<file path="src/rtl/apb_master_if.sv">
// Bundle of command/response handshake and APB bus signals for apb_master.
// The master modport is the initiator's view; slave is the agent+responder side.
interface apb_master_if #(
  parameter int ADDRW = 8,
  parameter int DATAW = 32
);
  // Command channel (agent -> master)
  logic             cmd_valid;
  logic             cmd_ready;
  logic             cmd_write;
  logic [ADDRW-1:0] cmd_addr;
  logic [DATAW-1:0] cmd_wdata;

  // Response strobe (master -> agent)
  logic             rsp_valid;
  logic [DATAW-1:0] rsp_rdata;
  logic             rsp_err;
  logic             rsp_timeout;

  // APB bus
  logic [ADDRW-1:0] paddr;
  logic             pwrite;
  logic             psel;
  logic             penable;
  logic [DATAW-1:0] pwdata;
  logic [DATAW-1:0] prdata;
  logic             pready;
  logic             pslverr;

  modport master (
    input  cmd_valid, cmd_write, cmd_addr, cmd_wdata,
    input  prdata, pready, pslverr,
    output cmd_ready,
    output rsp_valid, rsp_rdata, rsp_err, rsp_timeout,
    output paddr, pwrite, psel, penable, pwdata
  );

  modport slave (
    output cmd_valid, cmd_write, cmd_addr, cmd_wdata,
    output prdata, pready, pslverr,
    input  cmd_ready,
    input  rsp_valid, rsp_rdata, rsp_err, rsp_timeout,
    input  paddr, pwrite, psel, penable, pwdata
  );
endinterface

</file>
<file path="src/rtl/apb_master.sv">
// Single-requester APB initiator. Accepts one command at a time in IDLE, runs
// a SETUP then ACCESS phase, and reports completion on a one-cycle response
// strobe. An optional watchdog ends ACCESS if pready stays low too long.
module apb_master #(
  parameter int ADDRW   = 8,
  parameter int DATAW   = 32,
  parameter int TIMEOUT = 16
) (
  input logic          clk,
  input logic          rst,
  apb_master_if.master bus
);

  // Counter only needs to reach TIMEOUT; keep at least one bit when disabled.
  localparam int CNTW = (TIMEOUT > 0) ? $clog2(TIMEOUT + 1) : 1;
  // Wait-edge count at which the next low-pready edge is the TIMEOUT-th one.
  localparam logic [CNTW-1:0] CNT_LAST = CNTW'((TIMEOUT > 0) ? TIMEOUT - 1 : 0);
  localparam logic [CNTW-1:0] CNT_MAX  = {CNTW{1'b1}};
  localparam bit              WDOG_EN  = (TIMEOUT != 0);

  typedef enum logic [1:0] {
    S_IDLE   = 2'd0,
    S_SETUP  = 2'd1,
    S_ACCESS = 2'd2
  } state_e;

  state_e           state_q, state_d;
  logic             accept;
  logic             done;
  logic             expire;

  logic [CNTW-1:0]  cnt_q;
  logic [ADDRW-1:0] paddr_q;
  logic             pwrite_q;
  logic [DATAW-1:0] pwdata_q;

  logic             rsp_valid_q;
  logic [DATAW-1:0] rsp_rdata_q;
  logic             rsp_err_q;
  logic             rsp_timeout_q;

  // psel/penable decode straight from the state register, so an async reset
  // drops them in the same instant the state returns to IDLE.
  assign bus.cmd_ready   = (state_q == S_IDLE) && !rst;
  assign bus.psel        = (state_q == S_SETUP) || (state_q == S_ACCESS);
  assign bus.penable     = (state_q == S_ACCESS);
  assign bus.paddr       = paddr_q;
  assign bus.pwrite      = pwrite_q;
  assign bus.pwdata      = pwdata_q;
  assign bus.rsp_valid   = rsp_valid_q;
  assign bus.rsp_rdata   = rsp_rdata_q;
  assign bus.rsp_err     = rsp_err_q;
  assign bus.rsp_timeout = rsp_timeout_q;

  // Next-state and transfer-event decode.
  always_comb begin
    // NOTE: every output of this block gets a default first so no path
    // through the case leaves a signal unassigned (which would infer a latch).
    state_d = state_q;
    accept  = 1'b0;
    done    = 1'b0;
    expire  = 1'b0;
    unique case (state_q)
      S_IDLE: begin
        if (bus.cmd_valid) begin
          accept  = 1'b1;
          state_d = S_SETUP;
        end
      end
      S_SETUP: begin
        state_d = S_ACCESS;
      end
      S_ACCESS: begin
        // A ready responder wins over the watchdog on the same edge.
        if (bus.pready) begin
          done    = 1'b1;
          state_d = S_IDLE;
        end else if (WDOG_EN && (cnt_q == CNT_LAST)) begin
          expire  = 1'b1;
          state_d = S_IDLE;
        end
      end
      default: begin
        state_d = S_IDLE;
      end
    endcase
  end

  // State register.
  always_ff @(posedge clk or posedge rst) begin
    // NOTE: state elements use non-blocking assignment so every flop samples
    // pre-edge values regardless of block evaluation order.
    if (rst) begin
      state_q <= S_IDLE;
    end else begin
      state_q <= state_d;
    end
  end

  // Command capture and wait-state counter.
  always_ff @(posedge clk or posedge rst) begin
    // NOTE: all datapath registers are reset too, since the bus and response
    // values must read as zero straight out of reset.
    if (rst) begin
      paddr_q  <= '0;
      pwrite_q <= 1'b0;
      pwdata_q <= '0;
      cnt_q    <= '0;
    end else begin
      if (accept) begin
        paddr_q  <= bus.cmd_addr;
        pwrite_q <= bus.cmd_write;
        if (bus.cmd_write) begin
          pwdata_q <= bus.cmd_wdata;
        end
        cnt_q <= '0;
      end else if ((state_q == S_ACCESS) && !bus.pready && (cnt_q != CNT_MAX)) begin
        cnt_q <= cnt_q + CNTW'(1);
      end
    end
  end

  // Response strobe and held status; data is only sampled on completion.
  always_ff @(posedge clk or posedge rst) begin
    if (rst) begin
      rsp_valid_q   <= 1'b0;
      rsp_rdata_q   <= '0;
      rsp_err_q     <= 1'b0;
      rsp_timeout_q <= 1'b0;
    end else begin
      rsp_valid_q <= 1'b0;
      if (done) begin
        rsp_valid_q   <= 1'b1;
        rsp_rdata_q   <= pwrite_q ? '0 : bus.prdata;
        rsp_err_q     <= bus.pslverr;
        rsp_timeout_q <= 1'b0;
      end else if (expire) begin
        rsp_valid_q   <= 1'b1;
        rsp_rdata_q   <= '0;
        rsp_err_q     <= 1'b1;
        rsp_timeout_q <= 1'b1;
      end
    end
  end

endmodule

</file>
<file path="src/flat_wrapper.sv">
// flat-port wrapper written by rule: the top's interface ports become plain ports
module apb_master_flat 
#(
  parameter int ADDRW   = 8,
  parameter int DATAW   = 32,
  parameter int TIMEOUT = 16
)
  (clk, rst, bus_cmd_valid, bus_cmd_write, bus_cmd_addr, bus_cmd_wdata, bus_prdata, bus_pready, bus_pslverr, bus_cmd_ready, bus_rsp_valid, bus_rsp_rdata, bus_rsp_err, bus_rsp_timeout, bus_paddr, bus_pwrite, bus_psel, bus_penable, bus_pwdata);
  apb_master_if #(.ADDRW(ADDRW), .DATAW(DATAW)) bus_i ();
  input logic clk;
  input logic rst;
  input wire logic [$bits(bus_i.cmd_valid)-1:0] bus_cmd_valid;
  input wire logic [$bits(bus_i.cmd_write)-1:0] bus_cmd_write;
  input wire logic [$bits(bus_i.cmd_addr)-1:0] bus_cmd_addr;
  input wire logic [$bits(bus_i.cmd_wdata)-1:0] bus_cmd_wdata;
  input wire logic [$bits(bus_i.prdata)-1:0] bus_prdata;
  input wire logic [$bits(bus_i.pready)-1:0] bus_pready;
  input wire logic [$bits(bus_i.pslverr)-1:0] bus_pslverr;
  output wire logic [$bits(bus_i.cmd_ready)-1:0] bus_cmd_ready;
  output wire logic [$bits(bus_i.rsp_valid)-1:0] bus_rsp_valid;
  output wire logic [$bits(bus_i.rsp_rdata)-1:0] bus_rsp_rdata;
  output wire logic [$bits(bus_i.rsp_err)-1:0] bus_rsp_err;
  output wire logic [$bits(bus_i.rsp_timeout)-1:0] bus_rsp_timeout;
  output wire logic [$bits(bus_i.paddr)-1:0] bus_paddr;
  output wire logic [$bits(bus_i.pwrite)-1:0] bus_pwrite;
  output wire logic [$bits(bus_i.psel)-1:0] bus_psel;
  output wire logic [$bits(bus_i.penable)-1:0] bus_penable;
  output wire logic [$bits(bus_i.pwdata)-1:0] bus_pwdata;
  assign bus_i.cmd_valid = bus_cmd_valid;
  assign bus_i.cmd_write = bus_cmd_write;
  assign bus_i.cmd_addr = bus_cmd_addr;
  assign bus_i.cmd_wdata = bus_cmd_wdata;
  assign bus_i.prdata = bus_prdata;
  assign bus_i.pready = bus_pready;
  assign bus_i.pslverr = bus_pslverr;
  assign bus_cmd_ready = bus_i.cmd_ready;
  assign bus_rsp_valid = bus_i.rsp_valid;
  assign bus_rsp_rdata = bus_i.rsp_rdata;
  assign bus_rsp_err = bus_i.rsp_err;
  assign bus_rsp_timeout = bus_i.rsp_timeout;
  assign bus_paddr = bus_i.paddr;
  assign bus_pwrite = bus_i.pwrite;
  assign bus_psel = bus_i.psel;
  assign bus_penable = bus_i.penable;
  assign bus_pwdata = bus_i.pwdata;
  apb_master #(.ADDRW(ADDRW), .DATAW(DATAW), .TIMEOUT(TIMEOUT)) u_core (.clk(clk), .rst(rst), .bus(bus_i));
endmodule
</file>
<file path="config.mk">
export PLATFORM = sky130hd
export DESIGN_NAME = apb_master_flat
export DESIGN_NICKNAME = d
export VERILOG_FILES = /design/src/rtl/apb_master_if.sv /design/src/rtl/apb_master.sv /design/src/flat_wrapper.sv
export SDC_FILE = /design/constraint.sdc
export NUM_CORES = 1
export LEC_CHECK = 0
export BUFFER_PORTS_ARGS = -buffer_cell sky130_fd_sc_hd__buf_2
export CORE_ASPECT_RATIO = 1.1
export CORE_MARGIN = 10
export CORE_UTILIZATION = 40
export DETAILED_ROUTE_END_ITERATION = 12
export PLACE_DENSITY = 0.7
export SLEW_MARGIN = 20
export SYNTH_ARGS = -nofsm -noshare
export SYNTH_HDL_FRONTEND = slang
export SYNTH_SLANG_ARGS = --single-unit
export TNS_END_PERCENT = 50
</file>
<file path="constraint.sdc">
create_clock -name clk -period 3.8 [get_ports clk]
set_input_delay 0.76 -clock clk [delete_from_list [all_inputs] [get_ports clk]]
set_output_delay 0.76 -clock clk [all_outputs]
set_load 0.1 [all_outputs]
</file>
==> flow_summary_export.csv <==
group,metric,value,unit
run_status,status,"finished clean",
synth,syn_nets,314,
synth,yosysTopAreaCell,"dfrtp_1",
routing,routed.top_layer,"met4",
layout,area_growth,36.27,%
timing,worstMarginPinSlew,812.6,ps
setup_path,start_kind,"register",
synth,syn_avg_cell_area,13.83,µm²
synth,synth-async-reset-ratio,100.0,%
layout,multi_input_area,0.001027,mm²
placed_design,io_buffers,156,
floorplanning,core_region_area,0.007597,mm²
floorplanning,ioPinCount,157,
setup_path,worst-setup-path-type,"reg2out",
timing,hold_viol_final,0,
routing,met1_length,3496,µm
clock_tree,cts_setup_buffers,0,
setup_path,cp_max_fo,9,
clock_tree,cts_tree,"built",
setup_path,worstPathCellList,"inv_1 > ha_1 > buf_2",
clock_tree,cts.sinks,83,
routing,dr_wl_met2,4087,µm
timing,clock_skew,13.67,ps
floorplanning,initial_utilization,41.68,%
floorplanning,rows,33,
clock_tree,holdBufCountCts,0,
setup_path,cp.required,3040,ps
timing,max_freq,410.8,MHz
synth,ys_warn_count,0,
setup_path,max_stage_delay,490,ps
clock_tree,ctsLongestPathBuffers,2,
routing,met3WireLength,681,µm
synth,synthTopCellsByArea,"dfrtp_1 (66%), mux2_2 (12%), a22o_1 (8.9%), nand2_1 (3.8%), ha_1 (2.8%)",
global_route,grt_overflow,0,
global_route,track_usage,13.86,%
routing,vias,2379,
timing,fin_tns_setup,0,ps
job,cap_violations,0,
clock_tree,clkTransAtPathRegs,80,ps
routing,drt_pre_antenna_iters,4,
min_path,hp-class,"reg2reg",
global_route,grt_pass1_wl,13590,µm
layout,nFillCells,705,
timing,period_share,64.06,%
global_route,grt_pass1_vias,2632,
floorplanning,die-area,0.01188,mm²
timing,relSlewSlack,45.76,%
timing,timing.final.crit_period,2434,ps
routing,drtIter0Drc,90,
timing,setup_violations,0,
synth,ys_seq_elements,83,
global_route,grt_max_degree,50,
clock_tree,clkLatencyLatePin,340,ps
min_path,hold_depth,2,
timing,slew_viol_final,0,
clock_tree,root_buffer,"clkbuf_8",
floorplanning,die_h,113.3,µm
routing,viasPerCell,4.749,
setup_path,cp_slowest_cell,"buf_2",
routing,drt.antenna.violating_nets,0,
synth,yosysSeqAreaShare,65.59,%
setup_path,ff2ff_path_depth,6,
floorplanning,die_x,104.8,µm
synth,netlist-cell-type-count,23,
synth,synth_edf_count,0,
global_route,antenna_found_initial,0,
setup_path,critPathCaptureType,"output pin",
synth,synthCells,229,
setup_path,crit_arrival,1670,ps
routing,wl_per_cell,16.72,µm
routing,routed_wl,8378,µm
placed_design,gp_congestion,0.7998,
placed_design,hpwlAfterDp,6563,µm
clock_tree,htree_num_levels,3,
clock_tree,cts_resized,0,
timing,rsz0062_at_grt,"no",
layout,drive_gt1_share,54.43,%
synth,syn_area,0.003167,mm²
layout,nets,475,
layout,layout.area.seq,0.002077,mm²
setup_path,reg2reg_setup_slack,1500,ps
routing,drc,0,
clock_tree,cts_made_buffers,9,
synth,synth_top_area_share,65.59,%
synth,synth_flop_cell,"dfrtp_1",
-- cell usage in the layout, fill, tap and decap left out --
cell type	n
nor2b_1	1
mux2_2	34
o21ai_2	1
dfrtp_1	83
clkinvlp_4	2
diode_2	1
and2_1	1
nand2_1	32
inv_6	1
buf_2	156
o21ai_0	1
ha_1	7
bufinv_16	2
a22o_1	32
o22a_1	1
nand3_1	1
nor3b_1	2
nor2_2	1
inv_1	5
nor2_1	2
clkinv_2	1
or3b_4	1
buf_4	5
and3_1	1
nor4bb_1	1
or3_1	1
xnor2_1	2
nand2b_1	1
a21oi_1	6
clkbuf_8	11
-- layer usage --
metal  track usage [%]  vias to the layer above
li1                  -                     1127
met1             16.34                     1142
met2             22.51                      100
met3             5.108                       10
met4             5.495                        0
met5                 0                        -
-- layout make-up --
| class | count | share of cell area, % |
|---|---|---|
| Clock inverter | 5 | 1.943 |
| Antenna cell | 1 | 0.05799 |
| Multi-Input combinational cell | 129 | 23.80 |
| Clock buffer | 11 | 3.508 |
| Timing Repair Buffer | 161 | 18.96 |
| Sequential cell | 83 | 48.13 |
| Inverter | 6 | 0.5509 |
| Tap cell | 105 | 3.044 |
-- kinds of logic after synthesis --
kind of cell	count (synthesis)	share of synthesized area [%]
compound gates	41	10.39
xor+xnor	2	0.5532
fa+ha+maj	7	2.766
buf+inv	17	2.173
flops	83	65.59
mux	34	12.09
simple gates	45	6.441
-- final timing paths --
check                                    start                 endpoint
hold / removal             u_core.bus.paddr[3]      u_core.bus.paddr[3]
setup / recovery             u_core.state_q[0]              bus_penable
min in group asynchronous                  rst      u_core.bus.paddr[6]
setup reg to reg             u_core.state_q[0]    u_core.bus.pwdata[13]
hold reg to reg            u_core.bus.paddr[3]      u_core.bus.paddr[3]
max in group asynchronous                  rst  u_core.bus.rsp_rdata[8]
-- cell usage after synthesis (2+ instances only) --
master	count
dfrtp_1	83
mux2_2	34
a22o_1	32
nand2_1	32
clkbuf_1	7
ha_1	7
a21oi_1	6
inv_1	6
buf_2	4
nor2_1	3
nor3b_1	2
xnor2_1	2
-- flip-flops by register name, indices dropped and copies added, names as in the netlist --
name	flops
u_core.bus.rsp_timeout	1
u_core.bus.paddr	8
u_core.bus.pwrite	1
u_core.bus.rsp_err	1
u_core.bus.rsp_valid	1
u_core.state_q	2
u_core.cnt_q	5
u_core.bus.rsp_rdata	32
u_core.bus.pwdata	32
-- worst max-delay path: cells and delay by family, from the launching register on --
| kind | cells | cell delay [ps] |
|---|---|---|
| adders and majority gates | 1 | 330 |
| buffers and inverters | 2 | 600 |
| DFF | 1 | 410 |
-- metrics by stage --
| stage | cells | cell area, µm² | hold WS (ps) | util (%) | setup WS [ps] |
|---|---|---|---|---|---|
| after floorplan | 229 | 3167 | 507.6 | - | 903.2 |
| after CTS | 500 | 4313 | 482.1 | 56.77 | 1339 |
| after global placement | 484 | 4078 | 455.3 | 53.67 | 1360 |
| after detailed placement | 484 | 4078 | 460.9 | 53.67 | 1308 |
| final | 501 | 4315 | 478.9 | 56.80 | 1366 |
| after global routing | 500 | 4313 | 498.8 | 56.77 | 1246 |
Power is left out: the tool's default activity adds up to more than one toggle a clock period on the data nets, which glitch-free logic cannot reach.
